`src/rtl/textbuffer_writer.sv`:
```
// =============================================================================
// textbuffer_writer : ASCII byte stream to text-buffer cell writes (terminal)
// Optional: TEXTBUFFER_WRITER_SCROLL_EN selects scroll-up at end of screen.
// Revision: 1.0
// =============================================================================
`default_nettype none

module textbuffer_writer #(
  parameter int         WIDTH        = 20,
  parameter int         HEIGHT       = 15,
  parameter logic [7:0] DEFAULT_ATTR = 8'h0F,
  parameter int         AW           = $clog2(WIDTH*HEIGHT)+1
) (
  input  logic          clk,
  input  logic          reset,
  input  logic          in_valid,
  input  logic [7:0]    in_data,
  output logic          in_ready,
  output logic          cs,
  output logic          rw,
  output logic [AW-1:0] addr,
  output logic [7:0]    di,
  input  logic [7:0]    dout,
  output logic [AW-2:0] cursor_pos
);

  localparam int CW   = AW - 1;
  localparam int CNTW = AW + 1;

  localparam logic [CW-1:0]   C_WIDTH     = CW'(WIDTH);
  localparam logic [CW-1:0]   C_LAST_COL  = CW'(WIDTH - 1);
  localparam logic [CW-1:0]   C_LAST_ROW  = CW'(HEIGHT - 1);
  localparam logic [CW-1:0]   C_LAST_BASE = CW'((HEIGHT - 1) * WIDTH);
  localparam logic [CNTW-1:0] C_CLEAR_N   = CNTW'(2 * WIDTH * HEIGHT);
  localparam logic [CNTW-1:0] C_FILL_N    = CNTW'(2 * WIDTH);
  localparam logic [CNTW-1:0] C_COPY_N    = CNTW'(2 * (HEIGHT - 1) * WIDTH);

  localparam logic [3:0] S_IDLE    = 4'd0;
  localparam logic [3:0] S_ESC     = 4'd1;
  localparam logic [3:0] S_WR_CHAR = 4'd2;
  localparam logic [3:0] S_WR_ATTR = 4'd3;
  localparam logic [3:0] S_NEWLINE = 4'd4;
  localparam logic [3:0] S_CLEAR   = 4'd5;
  localparam logic [3:0] S_COPY_RD = 4'd6;
  localparam logic [3:0] S_COPY_WR = 4'd7;
  localparam logic [3:0] S_FILL    = 4'd8;

  logic [3:0]      r_state;
  logic [CW-1:0]   r_row;
  logic [CW-1:0]   r_col;
  logic [7:0]      r_attr;
  logic            r_esc_armed;
  logic [CNTW-1:0] r_cnt;
  logic [CW-1:0]   r_fill_base;
  logic [7:0]      r_di;

  logic [CW-1:0]   w_pos;
  logic [CNTW-1:0] w_cnt_nx;
  logic [AW-1:0]   w_fill_addr;
  logic [7:0]      w_fill_data;

  assign w_pos       = r_row * C_WIDTH + r_col;
  assign cursor_pos  = w_pos;
  assign in_ready    = (r_state == S_IDLE);
  assign w_cnt_nx    = r_cnt + 1'b1;
  // r_cnt walks {cell, plane}: bit 0 selects char (0) or attr (1) plane
  assign w_fill_addr = {r_cnt[0], r_fill_base + r_cnt[CW:1]};
  assign w_fill_data = r_cnt[0] ? r_attr : 8'h20;

  // Copy writes forward the read data straight from the previous read strobe
  assign di = (r_state == S_COPY_WR) ? dout : r_di;

  always_ff @(posedge clk or negedge reset) begin
    if (!reset) begin
      r_state     <= S_CLEAR;
      cs          <= 1'b0;
      rw          <= 1'b0;
      addr        <= '0;
      r_di        <= 8'h00;
      r_row       <= '0;
      r_col       <= '0;
      r_attr      <= DEFAULT_ATTR;
      r_esc_armed <= 1'b0;
      r_cnt       <= '0;
      r_fill_base <= '0;
    end else begin
      case (r_state)
        S_IDLE: begin
          cs <= 1'b0;
          rw <= 1'b0;
          if (in_valid) begin
            if (r_esc_armed) begin
              r_attr      <= in_data;
              r_esc_armed <= 1'b0;
            end else begin
              case (in_data)
                8'h0D: r_col <= '0;
                8'h0A: r_state <= S_NEWLINE;
                8'h08: if (r_col != '0) r_col <= r_col - 1'b1;
                8'h0C: begin
                  r_attr      <= DEFAULT_ATTR;
                  r_cnt       <= '0;
                  r_fill_base <= '0;
                  r_state     <= S_CLEAR;
                end
                8'h1B: r_state <= S_ESC;
                default: begin
                  cs      <= 1'b1;
                  rw      <= 1'b1;
                  addr    <= {1'b0, w_pos};
                  r_di    <= in_data;
                  r_state <= S_WR_CHAR;
                end
              endcase
            end
          end
        end

        S_ESC: begin
          r_esc_armed <= 1'b1;
          r_state     <= S_IDLE;
        end

        S_WR_CHAR: begin
          addr    <= {1'b1, w_pos};
          r_di    <= r_attr;
          r_state <= S_WR_ATTR;
        end

        S_WR_ATTR: begin
          cs <= 1'b0;
          rw <= 1'b0;
          if (r_col < C_LAST_COL) begin
            r_col   <= r_col + 1'b1;
            r_state <= S_IDLE;
          end else begin
            r_state <= S_NEWLINE;
          end
        end

        S_NEWLINE: begin
          r_col <= '0;
          r_cnt <= '0;
          if (r_row < C_LAST_ROW) begin
            r_row   <= r_row + 1'b1;
            r_state <= S_IDLE;
          end else begin
`ifdef TEXTBUFFER_WRITER_SCROLL_EN
            cs      <= 1'b1;
            rw      <= 1'b0;
            addr    <= {1'b0, C_WIDTH};
            r_state <= S_COPY_RD;
`else
            r_row       <= '0;
            r_fill_base <= '0;
            r_state     <= S_FILL;
`endif
          end
        end

        // CLEAR and FILL register one write per cycle; the state entry cycle is bus-idle
        S_CLEAR, S_FILL: begin
          if (r_cnt != ((r_state == S_CLEAR) ? C_CLEAR_N : C_FILL_N)) begin
            cs    <= 1'b1;
            rw    <= 1'b1;
            addr  <= w_fill_addr;
            r_di  <= w_fill_data;
            r_cnt <= w_cnt_nx;
          end else begin
            cs      <= 1'b0;
            rw      <= 1'b0;
            r_state <= S_IDLE;
            if (r_state == S_CLEAR) begin
              r_row <= '0;
              r_col <= '0;
            end
          end
        end

        S_COPY_RD: begin
          rw      <= 1'b1;
          addr    <= {r_cnt[0], r_cnt[CW:1]};
          r_state <= S_COPY_WR;
        end

        S_COPY_WR: begin
          if (w_cnt_nx != C_COPY_N) begin
            r_cnt   <= w_cnt_nx;
            rw      <= 1'b0;
            addr    <= {w_cnt_nx[0], w_cnt_nx[CW:1] + C_WIDTH};
            r_state <= S_COPY_RD;
          end else begin
            cs          <= 1'b0;
            rw          <= 1'b0;
            r_cnt       <= '0;
            r_fill_base <= C_LAST_BASE;
            r_state     <= S_FILL;
          end
        end

        default: begin
          cs      <= 1'b0;
          rw      <= 1'b0;
          r_state <= S_IDLE;
        end
      endcase
    end
  end

endmodule

`default_nettype wire

```
`config.mk`:
```
export PLATFORM = sky130hd
export DESIGN_NAME = textbuffer_writer
export DESIGN_NICKNAME = d
export VERILOG_FILES = /design/src/rtl/textbuffer_writer.sv
export SDC_FILE = /design/constraint.sdc
export NUM_CORES = 1
export LEC_CHECK = 0
export BUFFER_PORTS_ARGS = -buffer_cell sky130_fd_sc_hd__buf_2
export CORE_MARGIN = 8
export CORE_UTILIZATION = 67
export CTS_BUF_LIST = sky130_fd_sc_hd__clkbuf_4 sky130_fd_sc_hd__clkbuf_8
export CTS_CLUSTER_DIAMETER = 80
export DETAILED_ROUTE_END_ITERATION = 8
export PLACE_DENSITY = 0.89
export SYNTH_ARGS = -nofsm -noshare
export SYNTH_HDL_FRONTEND = slang
export SYNTH_SLANG_ARGS = --single-unit
```
`constraint.sdc`:
```
create_clock -name clk -period 8.4 [get_ports clk]
set_input_delay 1.68 -clock clk [delete_from_list [all_inputs] [get_ports clk]]
set_output_delay 1.68 -clock clk [all_outputs]
set_load 0.01 [all_outputs]
```
==> results.py <==
metrics = {
    "global_route": {
        "grt_max_degree": 64,
        "grt_pass1_vias": 4401,
        "grt_pass1_wl_um": 21600,
        "track_usage": 0.265,
        "overflow": 0,
        "grt_antenna_before_repair": 0,
    },
    "setup_path": {
        "path_cells": "ha_1, ha_1, fa_1, ha_1, o21ai_0, o21bai_1, a21oi_1, xnor2_1, buf_2",
        "critical_path.top_delay_family": "adder cells",
        "path_common_cell": "ha_1",
        "path_class": "register to output pin",
        "cp-start-kind": "register",
        "cp_num_buf_inv": 1,
        "critPathMaxFanout": 7,
        "end_kind": "output pin",
        "cp.arrival_ns": 2.91,
        "slowest_stage": "dfrtp_1",
        "crit_required_ns": 6.72,
        "regToRegSetupSlack_ns": 5.13,
        "slowest_delay_ns": 0.47,
    },
    "sta": {
        "rsz0062_at_grt": "false",
        "tightest_slew_ns": 0.992,
        "drv_slew": 0,
        "hold_ws_ns": 0.492,
        "fin_skew_ns": 0.0112,
        "finalCriticalPeriod_ns": 4.59,
        "setup_viol": 0,
        "hold_viol_final": 0,
        "finalCritPeriodShare": 0.546,
        "setup-tns-final_ns": 0,
        "slew_headroom": 0.339,
        "fmax_mhz": 218,
    },
    "floorplanning": {
        "start_util": 0.683,
        "chipHeight_um": 101,
        "ioPinCount": 49,
        "die_x_um": 101,
        "coreArea_um2": 7140,
        "row_count": 31,
        "dieArea_um2": 10300,
    },
    "cts": {
        "ctsHoldBuffers": 0,
        "cts_buffer_depth": 2,
        "root_buffer": "clkbuf_8",
        "cts_setup_buffers": 0,
        "cts_buffers": 9,
        "cts_tree": "done",
        "h-tree-depth": 3,
        "clock_sinks": 63,
        "clk_pin_slew_ns": 0.08,
        "cts_resized": 0,
        "clk_latency_ns": 0.36,
    },
    "flow_run": {
        "drv_cap": 0,
    },
    "place": {
        "port_buffers": 48,
        "hpwl_um": 9580,
        "routabilityCongestion": 1.01,
    },
    "layout": {
        "layout_common_cells": "nand2_1 (67), dfrtp_1 (57), buf_2 (48), o21ai_0 (43), nor2_1 (40)",
        "drive_gt1_frac": 0.166,
        "nNetsFinal": 634,
        "layout.cells.most_common": "nand2_1",
        "multiInputGateArea_um2": 3050,
        "antenna_cells": 0,
        "num-fill-cells": 562,
        "regArea_um2": 1580,
        "area_growth_pct": 8.11,
    },
    "synth": {
        "ys_seq_elements": 63,
        "synth_area_leader_cell": "dfrtp_1",
        "syn-cell-area_um2": 4880,
        "ys_types": 78,
        "synth_edf_count": 0,
        "async_reset_ff_frac": 1.00,
        "ys_seq_area_frac": 0.325,
        "netlist_instances": 564,
        "synth_ff_type": "dfrtp_1",
        "yosysWarnings": 0,
        "synth_area_per_cell_um2": 8.65,
        "yosys-top-cells-area": "dfrtp_1 (29%), ha_1 (5.6%), nand2_1 (5.2%)",
        "netlist.area_leader.share": 0.293,
        "syn_nets": 608,
    },
    "routing": {
        "drt_iter0_drc": 598,
        "drtAntennaViolNets": 0,
        "drc": 0,
        "wl_per_cell_um": 19.1,
        "dr_wl_met2_um": 6210,
        "top_layer_used": "met4",
        "wl_um": 13300,
        "route.met3.wl_um": 1210,
        "viasPerCell": 6.74,
        "wl_met1_um": 5410,
        "dr.pass1.iters": 6,
        "detailroute.via_count": 4679,
    },
    "power": {
        "power_density_nw_per_um2": 114,
        "vdd_drop_max_uv": 69.5,
        "p_leak_nw": 2.40,
    },
    "worst_hold_path": {
        "hp-class": "register to register",
    },
    "outcome": {
        "status": "complete, no violations",
    },
}
area by class of cell:
class	count	area share
well taps	99	0.0235
flip-flops and latches	63	0.300
inverters	15	0.0107
clock inverters	7	0.0157
repair buffers	50	0.0484
clock buffers	9	0.0235
multi-input cells	451	0.578
routing by layer:
metal,track usage,vias up
li1,-,2139
met1,0.337,2218
met2,0.412,277
met3,0.0557,45
met4,0.141,0
met5,0,-
through the flow:
step	power, W	cells	worst slack (ns)	utilization	area [um^2]
3_5_place_dp	0.000326	678	4.11	0.710	5060
2_1_floorplan	0.000314	564	4.47	-	4880
6_report	0.000599	694	3.81	0.739	5270
5_1_grt	0.000615	694	3.65	0.739	5270
4_1_cts	0.000603	694	3.80	0.739	5270
3_3_place_gp	0.000326	678	4.32	0.710	5060
registers in the layout, indices dropped and copies added (netlist names), 4 cells and up:
name     count
addr        10
r_attr       8
r_cnt       11
r_col        9
r_di         8
r_row        9
r_state      4
synth_stat cells (3+ instances only):
cell and count:
nand2_1 67, dfrtp_1 57, o21ai_0 43, nor2_1 40, a21oi_1 35, ha_1 22
nand3_1 18, xnor2_1 18, clkbuf_1 16, inv_1 15, nor3_1 14, and3_1 12
buf_2 11, a21o_1 10, a22o_1 9, a31oi_1 9, a22oi_1 8, nor2b_1 8
o31ai_1 8, xor2_1 8, nand4_1 7, dfstp_2 6, and2_1 5, mux2_4 5
nand2b_1 5, o21bai_1 5, o22ai_1 5, or3_1 5, a211oi_1 4, a41oi_1 4
buf_4 4, buf_6 4, o22a_1 4, a211o_1 3, a221oi_1 3, a222oi_1 3
fa_1 3, mux2_2 3, nor4_1 3, or4_1 3
cell families after synthesis:
family,count (synthesis),synth area share
compound gates,180,0.256
fa+ha+maj,25,0.0688
flops,63,0.325
xor+xnor,26,0.0467
simple gates,210,0.227
buf+inv,50,0.0506
mux,10,0.0264
worst min-delay path, stage by stage, from the launching register on:
cell and delay [ns]:
dfrtp_1 0.35, nand2_1 0.05, o21ai_0 0.06
path summary, 6_finish.rpt:
path                                        startpoint  cells past startpoint                     to
worst max-delay path              r_row[1]$_DFFE_PN0P_                      9          cursor_pos[8]
worst min-delay path               r_di[7]$_DFFE_PN0P_                      2    r_di[7]$_DFFE_PN0P_
worst max register to register  r_state[2]$_DFFE_PN1P_                      5    addr[2]$_DFFE_PN0P_
worst min register to register     r_di[7]$_DFFE_PN0P_                      2    r_di[7]$_DFFE_PN0P_
max in group asynchronous                        reset                      2  r_cnt[10]$_DFFE_PN0P_
min in group asynchronous                        reset                      2   r_cnt[7]$_DFFE_PN0P_
power breakdown:
group          total [W]  internal [W]  leakage [nW]  switching (W)
logic          0.0000173    0.00000534          1.53      0.0000120
clock network   0.000278      0.000140        0.0975       0.000138
registers       0.000303      0.000303         0.778              0
Note: power is estimated with default switching activity, not from simulation.
